--- config.mk ---
export PLATFORM = sky130hd
export DESIGN_NAME = pc_select_block
export DESIGN_NICKNAME = d
export VERILOG_FILES = /design/src/rtl/pc_select_block.sv
export SDC_FILE = /design/constraint.sdc
export NUM_CORES = 1
export LEC_CHECK = 0
export BUFFER_PORTS_ARGS = -buffer_cell sky130_fd_sc_hd__buf_2
export CAP_MARGIN = 20
export CORE_MARGIN = 1.5
export CORE_UTILIZATION = 35
export DETAILED_ROUTE_END_ITERATION = 10
export GPL_TIMING_DRIVEN = 0
export PLACE_DENSITY = 0.76
export SYNTH_ARGS = -nofsm -noshare
export SYNTH_HDL_FRONTEND = slang
export SYNTH_SLANG_ARGS = --single-unit
--- constraint.sdc ---
create_clock -name clock -period 1.98 [get_ports clock]
set_input_delay 0.297 -clock clock [delete_from_list [all_inputs] [get_ports clock]]
set_output_delay 0.297 -clock clock [all_outputs]
set_load 0.1 [all_outputs]
--- src/rtl/pc_select_block.sv ---
// rtl/pc_select_block.sv - program-counter register with next-PC select mux
// Picks the sequential or jump address and loads it into the PC when enabled.
module pc_select_block #(
  parameter int               WIDTH        = 16,
  parameter logic [WIDTH-1:0] RESET_VECTOR = '0
) (
  input  logic             clock,
  input  logic             reset_n,
  input  logic             pcSrc,
  input  logic [WIDTH-1:0] nextInst,
  input  logic [WIDTH-1:0] jump,
  input  logic             pcWrite,
  output logic [WIDTH-1:0] pcNext,
  output logic [WIDTH-1:0] pcCur
);

  // Exposed unregistered so downstream logic can forward it in the same cycle.
  assign pcNext = pcSrc ? jump : nextInst;

  always_ff @(posedge clock or negedge reset_n) begin
    if (!reset_n) begin
      pcCur <= RESET_VECTOR;
    end else if (pcWrite) begin
      pcCur <= pcNext;
    end
  end

endmodule

==> impl_metrics.tcl, run 1 <==
set metrics [dict create \
    status "finished, final reports clean" \
    cp-end-kind "output pin" \
    post_cts_resized 0 \
    syn-cell-area_um2 877 \
    route.detailed.drc 0 \
    area_growth_pct 44.8 \
    ir_drop_mv 0.674 \
    postLayoutCoreUtil_pct 55.3 \
    drive_above_1_share_pct 86.0 \
    worstPathCellList "buf_6 > buf_12 > mux2_4 > buf_2" \
    grt_max_degree 17 \
    dieArea_mm2 0.00282 \
    hold_violations 0 \
    multi_input_area_um2 435 \
    cp_slowest_stage_delay_ns 0.42 \
    portBuffers 65 \
    arrival_ns 1.19 \
    syn_inst 52 \
    final_cells 149 \
    cts_made_buffers 3 \
    rr_worst_depth 1 \
    routedWlPerCell_um 12.5 \
    p_leak_nw 0.696 \
    cp_slowest_cell "buf_2" \
    fillers 218 \
    synth_top_family_by_area "multiplexers" \
    grt_pass1_wl_um 2830 \
    crit_cells 4 \
    route.vias.total 698 \
    hold_path_class "in2reg" \
    period_needed_ns 1.49 \
    dpl_cell_area_mm2 0.00124 \
    cts_tree "yes" \
    synth_compound_area_share_pct 0 \
    antenna_found_initial 0 \
    holdBufCountCts 1 \
    grt_overflow 0 \
    die-width_um 53.1 \
    max_freq_mhz 672 \
    power_mw 1.28 \
    ff_latch_area_um2 400 \
    largest_reg_flops 16 \
    synth_xor_area_share_pct 0 \
    hold_slack_ns 0.383 \
    detail-route-antenna-nets 0 \
    holdPathStages 3 \
    dp_cells 145 \
    muxShareOfSynthArea_pct 49.6 \
    yosysSeqAreaShare_pct 45.6 \
    core_area_mm2 0.00230 \
    grt_pass1_vias 670 \
    rows 17 \
    yosys_warnings 0 \
    cts.sinks 16 \
    boundaryPins 68 \
    grt_use_total_pct 14.4 \
    dr.pass1.iters 3 \
    setup_slack_ns 0.493 \
    reg.largest.list "pcCur: 16 flops" \
    synth-seq-cells 16 \
    maxCapViolCount 0 \
    nNetsFinal 159 \
    top_register "pcCur" \
    antenna-diode-count 0 \
    dpl_worst_slack_ns 0.492 \
    synthAdderAreaFrac_pct 0 \
    fin_crit_sh_pct 75.1 \
    ctsRootBufferMaster "clkbuf_4" \
    drt_iter0_drc 2 \
    cts_buffer_depth 2 \
    die_h_um 53.1 \
    cpLargestDelayFamily "buffers and inverters" \
    worst_clock_skew_ns 0 \
    drv_slew 0 \
    path_clk_slew_ns 0.08 \
    detail_route.vias_per_cell 4.68 \
    synth-simple-area-share_pct 0 \
    synth_cell_types 6 \
    rsz0062_at_grt "false" \
    synth_area_per_cell_um2 16.9 \
    final_area_mm2 0.00127 \
    tightest_slew_ns 0.489 \
    post_cts_buffers 0 \
    finalSetupViolations 0 \
    relSlewSlack_pct 67.6 \
    tns_ns 0 \
    crit_buf_inv 3 \
    p_per_area_mw_per_mm2 1010 \
    worstPathRequired_ns 1.68 \
    path_class "in2out" \
    cp-start-kind "input pin" \
    routabilityCongestion 0.703 \
    syn_nets 88 \
    start_util_pct 38.2 \
    crit_fanout 10 \
    finalWirelength_um 1870 \
    clock_latency_ns 0.27 \
    htree_levels 1 \
]
power breakdown:
group,internal [mW],switching (mW)
clock network,0.0704,0.0914
logic,0.157,0.576
registers,0.367,0.0214
total,0.595,0.688
cells in the mapped netlist:
| cell type | instances | area share, % |
|---|---|---|
| buf_2 | 2 | 1.1 |
| mux2_4 | 20 | 34 |
| buf_6 | 1 | 1.3 |
| dfrtp_1 | 16 | 46 |
| buf_12 | 1 | 2.3 |
| mux2_2 | 12 | 15 |
cells in the final DEF (no fill, tap or decap), drive strengths merged:
cell type,n
buf,69
dlygate4sd3,1
dfrtp,16
mux2,32
clkbuf,3
kinds of logic after synthesis:
kind of cell,count (synthesis)
flops,16
mux,32
buf+inv,4
layer usage:
layer / vias up / global-route usage [%] / wire length (µm)
met5: - / 0 / 0
met4: 0 / 7.69 / 12
met3: 2 / 4.52 / 215
met2: 52 / 24.6 / 893
met1: 319 / 15.8 / 747
li1: 325 / - / -
final cells by class:
type                       instances  share of cell area (%)
buffer                             4                    3.25
timing repair buffer              66                    26.4
tap                               28                    2.76
clock buffer                       3                    1.77
multi-input combinational         32                    34.3
sequential                        16                    31.5
path summary, 6_finish.rpt:
| kind | startpoint | endpoint | slack [ns] |
|---|---|---|---|
| hold reg to reg | pcCur[2]$_DFFE_PN0P_ | pcCur[2]$_DFFE_PN0P_ | 0.51 |
| max in group asynchronous | reset_n | pcCur[5]$_DFFE_PN0P_ | 1.25 |
| hold / removal | jump[8] | pcCur[8]$_DFFE_PN0P_ | 0.38 |
| min in group asynchronous | reset_n | pcCur[1]$_DFFE_PN0P_ | 0.47 |
| setup / recovery | pcSrc | pcNext[5] | 0.49 |
| setup reg to reg | pcCur[6]$_DFFE_PN0P_ | pcCur[6]$_DFFE_PN0P_ | 1.20 |
(Power assumes the default switching activity.)
==> run 2: changes to the inputs <==
- PLACE_DENSITY: 0.76 -> 0.79
- clock period: 1.98 -> 1.35 ns (I/O delays scaled with it)
==> run 2 against run 1 <==
Compared with the run above: register-to-register slack lost 0.63 ns; setup slack lost 0.44 ns; via count shrank 2.6%; sequential cell count is the same; utilization grew 0.60 points; critical endpoint is now pcNext[14]; power grew 52%; global-route usage shrank 0.77 points.
==> impl_metrics.tcl, run 2 (synthesis gave the netlist of run 1 again) <==
set metrics [dict create \
    status "finished, final reports clean" \
    rsz0062_at_grt "false" \
    grt_use_total_pct 13.6 \
    final_cells 150 \
    cts_tree "yes" \
    dp_cells 145 \
    cts.sinks 16 \
    tightest_slew_ns 0.490 \
    hold_path_class "in2reg" \
    detail_route.vias_per_cell 4.53 \
    detail-route-antenna-nets 0 \
    path_clk_slew_ns 0.09 \
    maxCapViolCount 0 \
    arrival_ns 1.09 \
    htree_levels 1 \
    post_cts_resized 0 \
    worst_clock_skew_ns 0 \
    p_clk_share_pct 15.6 \
    dpl_cell_area_mm2 0.00124 \
    internal_power_mw 0.933 \
    top_register "pcCur" \
    largest_reg_flops 16 \
    cp-end-kind "output pin" \
    max_freq_mhz 772 \
    core_area_mm2 0.00230 \
    dieArea_mm2 0.00282 \
    route.detailed.drc 0 \
    route.vias.total 680 \
    fillers 197 \
    p_per_area_mw_per_mm2 1520 \
    hold_slack_ns 0.287 \
    antenna-diode-count 0 \
    grt_overflow 0 \
    rows 17 \
    relSlewSlack_pct 67.6 \
    switching_share_pct 52.1 \
    portBuffers 65 \
    ir_drop_mv 0.954 \
    hold_violations 0 \
    drive_above_1_share_pct 86.1 \
    finalSetupViolations 0 \
    cts_made_buffers 3 \
    power_mw 1.95 \
    crit_fanout 10 \
    die-width_um 53.1 \
    routedWlPerCell_um 12.1 \
    start_util_pct 38.2 \
    area_growth_pct 46.4 \
    final_cell_mix "buf_2, mux2_4, dfrtp_1" \
    boundaryPins 68 \
    path_class "in2out" \
    clock_latency_ns 0.27 \
    reg.largest.list "pcCur: 16 flops" \
    seq_power_share_pct 29.2 \
    net-switching-power_mw 1.01 \
    post_cts_buffers 0 \
    grt_pass1_wl_um 2770 \
    die_h_um 53.1 \
    cts_buffer_depth 2 \
    grt_max_degree 17 \
    fin_crit_sh_pct 95.9 \
    final_area_mm2 0.00128 \
    drt_iter0_drc 7 \
    dp_hpwl_um 1430 \
    antenna_found_initial 0 \
    drv_slew 0 \
    grt_pass1_vias 652 \
    ctsRootBufferMaster "clkbuf_4" \
    dr.pass1.iters 4 \
    power_frac_comb_pct 55.2 \
    routabilityCongestion 0.663 \
    tns_ns 0 \
    nNetsFinal 159 \
    final_common_cell "buf_2" \
    period_needed_ns 1.29 \
    p_leak_nw 0.703 \
    finalWirelength_um 1820 \
    cp-start-kind "input pin" \
    worstPathRequired_ns 1.15 \
]
[run 2: layer usage]
layer  part of all wire (%)  vias up  track usage [%]  wire [µm]
li1                       -      325                -          -
met1                     42      301             16.7        761
met3                     14        0             2.54        263
met5                      0        -                0          0
met2                     44       54             23.5        791
met4                      0        0             5.13          0
[run 2: power by group through the flow]
stage	logic, mW	registers, mW	clock network (mW)
floorplan	0.461	1.02	0
global placement	1.07	0.575	0
detailed placement	1.08	0.577	0
CTS	1.08	0.569	0.317
global route	1.11	0.577	0.349
finish	1.08	0.568	0.304
[run 2: final timing paths]
kind / from / endpoint / slack (ns) / depth (start not counted)
max reg2reg: pcCur[8]$_DFFE_PN0P_ / pcCur[8]$_DFFE_PN0P_ / 0.57 / 1
max in group asynchronous: reset_n / pcCur[11]$_DFFE_PN0P_ / 0.74 / 2
min reg2reg: pcCur[1]$_DFFE_PN0P_ / pcCur[1]$_DFFE_PN0P_ / 0.51 / 1
min: nextInst[11] / pcCur[11]$_DFFE_PN0P_ / 0.29 / 3
max: pcSrc / pcNext[14] / 0.06 / 4
min in group asynchronous: reset_n / pcCur[14]$_DFFE_PN0P_ / 0.36 / 2
[run 2: area by class of cell]
cell class	instances	area [µm²]	share of cell area, %
Multi-Input combinational cell	32	435	33.9
Clock buffer	4	36.3	2.83
Sequential cell	16	400	31.2
Tap cell	28	35.0	2.73
Buffer	4	41.3	3.22
Timing Repair Buffer	66	335	26.1
[run 2: timing repair]
action,in CTS,in global routing
endpoints found under the setup margin,0,0
hold buffers,1,0
hold endpoints to repair,16,0
[run 2: metrics by stage]
stage	utilization (%)	setup slack, ns
after floorplan	-	0.0229
after CTS	55.9	0.0488
final	55.9	0.0553
after global placement	53.9	0.0508
after global routing	55.9	0.0121
after detailed placement	53.9	0.0505
[run 2: critical path, cell delays in order]
cell and delay, ns:
buf_6 0.12, buf_12 0.15, mux2_4 0.20, buf_2 0.42
